===== src/rtl/serial_shifter_pkg.sv =====
// serial_shifter_pkg: shift type codes and FSM state encoding shared with the ALU.
package serial_shifter_pkg;
    localparam logic [1:0] SHIFT_SLL = 2'b00;
    localparam logic [1:0] SHIFT_SRL = 2'b01;
    localparam logic [1:0] SHIFT_SRA = 2'b10;
    localparam logic [1:0] SHIFT_BAD = 2'b11;
    typedef enum logic [1:0] {
        ST_IDLE  = 2'd0,
        ST_SHIFT = 2'd1,
        ST_DONE  = 2'd2
    } state_t;
endpackage


===== src/rtl/serial_shifter_shift_step.sv =====
// shift_step: one iteration of the serial shifter, moving acc by 1 or 4 bits.
module shift_step
    import serial_shifter_pkg::*;
#(
    parameter int XLEN = 32
) (
    input  logic [XLEN-1:0] acc,
    input  logic [1:0]      shift_type,
    input  logic            sign,
    input  logic            four,
    output logic [XLEN-1:0] nxt
);
    logic fill;
    // Right shifts share one path; only SRA feeds the latched sign into the top.
    assign fill = (shift_type == SHIFT_SRA) && sign;
    assign nxt = shift_type == SHIFT_SLL ? (four ? {acc[XLEN-5:0], 4'b0} : {acc[XLEN-2:0], 1'b0}) :
                 shift_type == SHIFT_BAD ? acc :
                 (four ? {{4{fill}}, acc[XLEN-1:4]} : {fill, acc[XLEN-1:1]});
endmodule


===== src/rtl/serial_shifter.sv =====
// serial_shifter: multi-cycle SLL/SRL/SRA unit with start/busy/done handshake.
module serial_shifter
    import serial_shifter_pkg::*;
#(
    parameter int XLEN      = 32,
    parameter int FAST_STEP = 1
) (
    input  logic                     clk,
    input  logic                     rst_n,
    input  logic                     start,
    input  logic                     flush,
    input  logic [XLEN-1:0]          a,
    input  logic [$clog2(XLEN)-1:0]  shamt,
    input  logic [1:0]               shift_type,
    output logic                     busy,
    output logic                     done,
    output logic [XLEN-1:0]          r
);
    localparam int CW = $clog2(XLEN);
    state_t          state;
    logic [XLEN-1:0] acc, nxt;
    logic [CW-1:0]   count, step, count_nxt;
    logic [1:0]      type_q;
    logic            sign_q, four;
    assign four      = (FAST_STEP != 0) && (count >= CW'(4));
    assign step      = four ? CW'(4) : CW'(1);
    assign count_nxt = count - step;
    shift_step #(.XLEN(XLEN)) u_step (
        .acc        (acc),
        .shift_type (type_q),
        .sign       (sign_q),
        .four       (four),
        .nxt        (nxt)
    );
    always_ff @(posedge clk or negedge rst_n) begin
        if (!rst_n) begin
            state  <= ST_IDLE;
            busy   <= 1'b0;
            done   <= 1'b0;
            r      <= '0;
            acc    <= '0;
            count  <= '0;
            type_q <= '0;
            sign_q <= 1'b0;
        end else if (flush && state != ST_IDLE) begin
            state <= ST_IDLE;
            busy  <= 1'b0;
            done  <= 1'b0;
        end else if (start && !flush && state != ST_SHIFT) begin
            acc    <= a;
            count  <= shamt;
            type_q <= shift_type;
            sign_q <= a[XLEN-1];
            // Invalid type and zero shift both finish without entering SHIFT.
            if (shift_type == SHIFT_BAD || shamt == '0) begin
                state <= ST_DONE;
                busy  <= 1'b0;
                done  <= 1'b1;
                r     <= shift_type == SHIFT_BAD ? '0 : a;
            end else begin
                state <= ST_SHIFT;
                busy  <= 1'b1;
                done  <= 1'b0;
            end
        end else if (state == ST_SHIFT) begin
            acc   <= nxt;
            count <= count_nxt;
            if (count_nxt == '0) begin
                state <= ST_DONE;
                busy  <= 1'b0;
                done  <= 1'b1;
                r     <= nxt;
            end
        end else if (state == ST_DONE) begin
            state <= ST_IDLE;
            done  <= 1'b0;
        end
    end
endmodule


===== config.mk =====
export PLATFORM = sky130hd
export DESIGN_NAME = serial_shifter
export DESIGN_NICKNAME = d
export VERILOG_FILES = /design/src/rtl/serial_shifter_pkg.sv /design/src/rtl/serial_shifter_shift_step.sv /design/src/rtl/serial_shifter.sv
export SDC_FILE = /design/constraint.sdc
export NUM_CORES = 1
export LEC_CHECK = 0
export BUFFER_PORTS_ARGS = -buffer_cell sky130_fd_sc_hd__buf_2
export CORE_MARGIN = 1
export CORE_UTILIZATION = 61
export DETAILED_ROUTE_END_ITERATION = 8
export PLACE_DENSITY = 0.85
export SETUP_SLACK_MARGIN = 0.2
export SYNTH_ARGS = -nofsm -noshare
export SYNTH_HDL_FRONTEND = slang
export SYNTH_HIERARCHICAL = 1
export SYNTH_SLANG_ARGS = --single-unit

===== constraint.sdc =====
create_clock -name clk -period 7.07 [get_ports clk]
set_clock_uncertainty 0.2 [all_clocks]
set_input_delay 0.3535 -clock clk [delete_from_list [all_inputs] [get_ports clk]]
set_output_delay 0.3535 -clock clk [all_outputs]
set_load 0.01 [all_outputs]

==> flow_summary.toml <==
[timing]
whs_ps = 53.64
layout_setup_ws_ps = 3237
setup_violations = 0
min_period_ps = 3833
tightest_slew_ps = 1260
fmax_ghz = 0.2609
setup_tns_ps = 0
slew_headroom = 0.1596
hold_viol = 0
drv_slew = 0
rsz0062_at_grt = "false"
post-route-period-util = 0.5422

[cts]
cts.sink_count = 75
cts_max_level = 3
numCtsBuffers = 9
post_cts_buffers = 0
clkTransAtPathRegs_ps = 80
clk_latency_ps = 360
clockBufferDepth = 2
root_buffer = "clkbuf_8"
cts_tree = "built"

[setup_path]
cp_top_family = "compound AO/OA/AOI/OAI gates"
startpoint_type = "flip-flop"
path_cells = "inv_1, ha_1, or3b_4, a21oi_4, o21a_2, nor2_1, o2bb2ai_4, buf_4, mux2_4"
cp_max_fo = 40
crit_type = "flip-flop to flip-flop"
cp_num_buf_inv = 2
worstPathRequired_ps = 7120
cp.arrival_ps = 3880
crit_slowest_cell = "a21oi_4"
end_kind = "flip-flop"
crit_path_max_incr_delay_ps = 730

[synthesis]
syn-instance-count = 548
synth.most_common_cell = "nand2_1"
ys_top_cells_by_area = "dfrtp_1 38%, nand2_1 11%, mux2_4 9.1%"
syn_avg_cell_area_um2 = 9.035
syn-num-nets = 596
synth_edf_count = 0
synth_area_um2 = 4951
synth_top_area_cell = "dfrtp_1"
yosysSeqAreaShare = 0.3791
netlist.area_leader.share = 0.3791
yosysWarnings = 6
yosys-top-cells-count = "142 x nand2_1, 75 x dfrtp_1, 43 x nor2_1, 32 x a21oi_1, 31 x a31oi_1"
ys_ff_latch = 75
synth_flop_cell = "dfrtp_1"
async_reset_ff_frac = 1.000
synth_cell_types = 43

[worst_hold_path]
min_path_type = "input port to flip-flop"

[detailed_routing]
viasPerCell = 6.136
wl_mm = 11.66
vias = 4326
ant_nets = 0
post-route-drc-count = 0
drt_iter0_drc = 356
wl_per_cell_um = 16.54
drt_pre_antenna_iters = 5

[floorplanning]
die_x_um = 92.09
io_pins = 77
core_area_um2 = 7807
initial_utilization = 0.6341
fp-row-count = 32
dieArea_um2 = 8481
fp.dieH_um = 92.09

[cells_and_area]
area_delta_synth_final_pct = 11.73
drive_above_1_share = 0.2438
num-nets-final = 647
instances_no_fill = 705
fin_util = 0.7085
diodes = 0
stdcell_area_um2 = 5532

[run_status]
status = "completed"

[grt]
grt_pass1_wl_mm = 19.64
grt_pass1_vias = 4123
grt_overflow_total = 0
antenna_found_initial = 0
grt_max_degree = 76
grt_use_total = 0.2896

[job]
drv_cap = 0

[placement]
dpl-instance-area_um2 = 5273
dp.cells = 689
hpwl_mm = 7.645
pre_cts_slack_ps = 3239
port_buffers = 76
gp_congestion = 0.8675

[pwr]
vdd_ir_drop_max_uv = 298.7
p_total_mw = 3.124
pwr_density_cell_nw_per_um2 = 564.7
p_leak_nw = 2.666
-- metal layers --
layer,vias up,track usage,share of wire
met5,-,0,0
met3,18,0.04643,0.054
met1,2098,0.3875,0.44
li1,2038,-,-
met4,0,0.1146,0.015
met2,172,0.4701,0.49
-- cell families after synthesis --
logic type      after synthesis  synth area share
mux                          79            0.1964
xor+xnor                      3          0.005308
buf+inv                      49           0.05636
flops                        75            0.3791
simple gates                213            0.1754
compound gates              124            0.1749
fa+ha+maj                     5           0.01264
-- state kept, by name, indices dropped and copies added (netlist names) --
| register | cells |
|---|---|
| type_q | 2 |
| sign_q | 1 |
| acc | 32 |
| r | 32 |
| count | 5 |
| done | 1 |
| busy | 1 |
| state | 1 |
-- final timing paths --
kind                       depth (start not counted)   from      end  slack (ps)
min                                                3  a[17]  acc[17]          50
max in group asynchronous                          2  rst_n  acc[20]        5590
min in group asynchronous                          2  rst_n     r[3]         470
max reg2reg                                        9   done    r[15]        3240
max                                                9   done    r[15]        3240
min reg2reg                                        1  r[19]    r[19]         310
-- placed cells by master, fill, tap and decap left out, drive strengths merged, types with 6 or more instances in the layout --
master,synthesis,routed
o21ai,9,9
a21oi,33,33
nand2,142,142
dfrtp,75,75
a211oi,6,6
mux2,55,55
mux2i,24,24
o22ai,6,6
buf,25,81
a221o,23,23
inv,7,7
nor2b,10,10
a31oi,31,31
clkbuf,17,11
nor2,43,43
nor3,6,6
-- power breakdown --
| group | internal, mW | switching (mW) | total (mW) |
|---|---|---|---|
| sequential | 0.647 | 0.228 | 0.875 |
| combinational | 0.865 | 0.972 | 1.84 |
| clock | 0.252 | 0.159 | 0.411 |
| total | 1.76 | 1.36 | 3.12 |
-- cell type report --
cell class | instances | area [um2]
clock buffer | 11 | 151.4
clock inverter | 4 | 97.59
fill | 603 | 2276
inverter | 7 | 26.28
multi-input combinational | 424 | 2821
sequential | 75 | 1877
tap | 102 | 127.6
timing repair buffer | 82 | 430.4
-- timing repair --
| item | in CTS | in global routing |
|---|---|---|
| endpoints found under the hold margin | 75 | 0 |
| hold buffers | 1 | 0 |
| resized for setup | 0 | 0 |
-- worst register-to-register path, stage by stage (launching register included) --
cell	delay (ps)
dfrtp_1	370
inv_1	70
ha_1	300
or3b_4	630
a21oi_4	740
o21a_2	350
nor2_1	90
o2bb2ai_4	300
buf_4	330
mux2_4	350
Note: power is estimated with default switching activity, not from simulation.
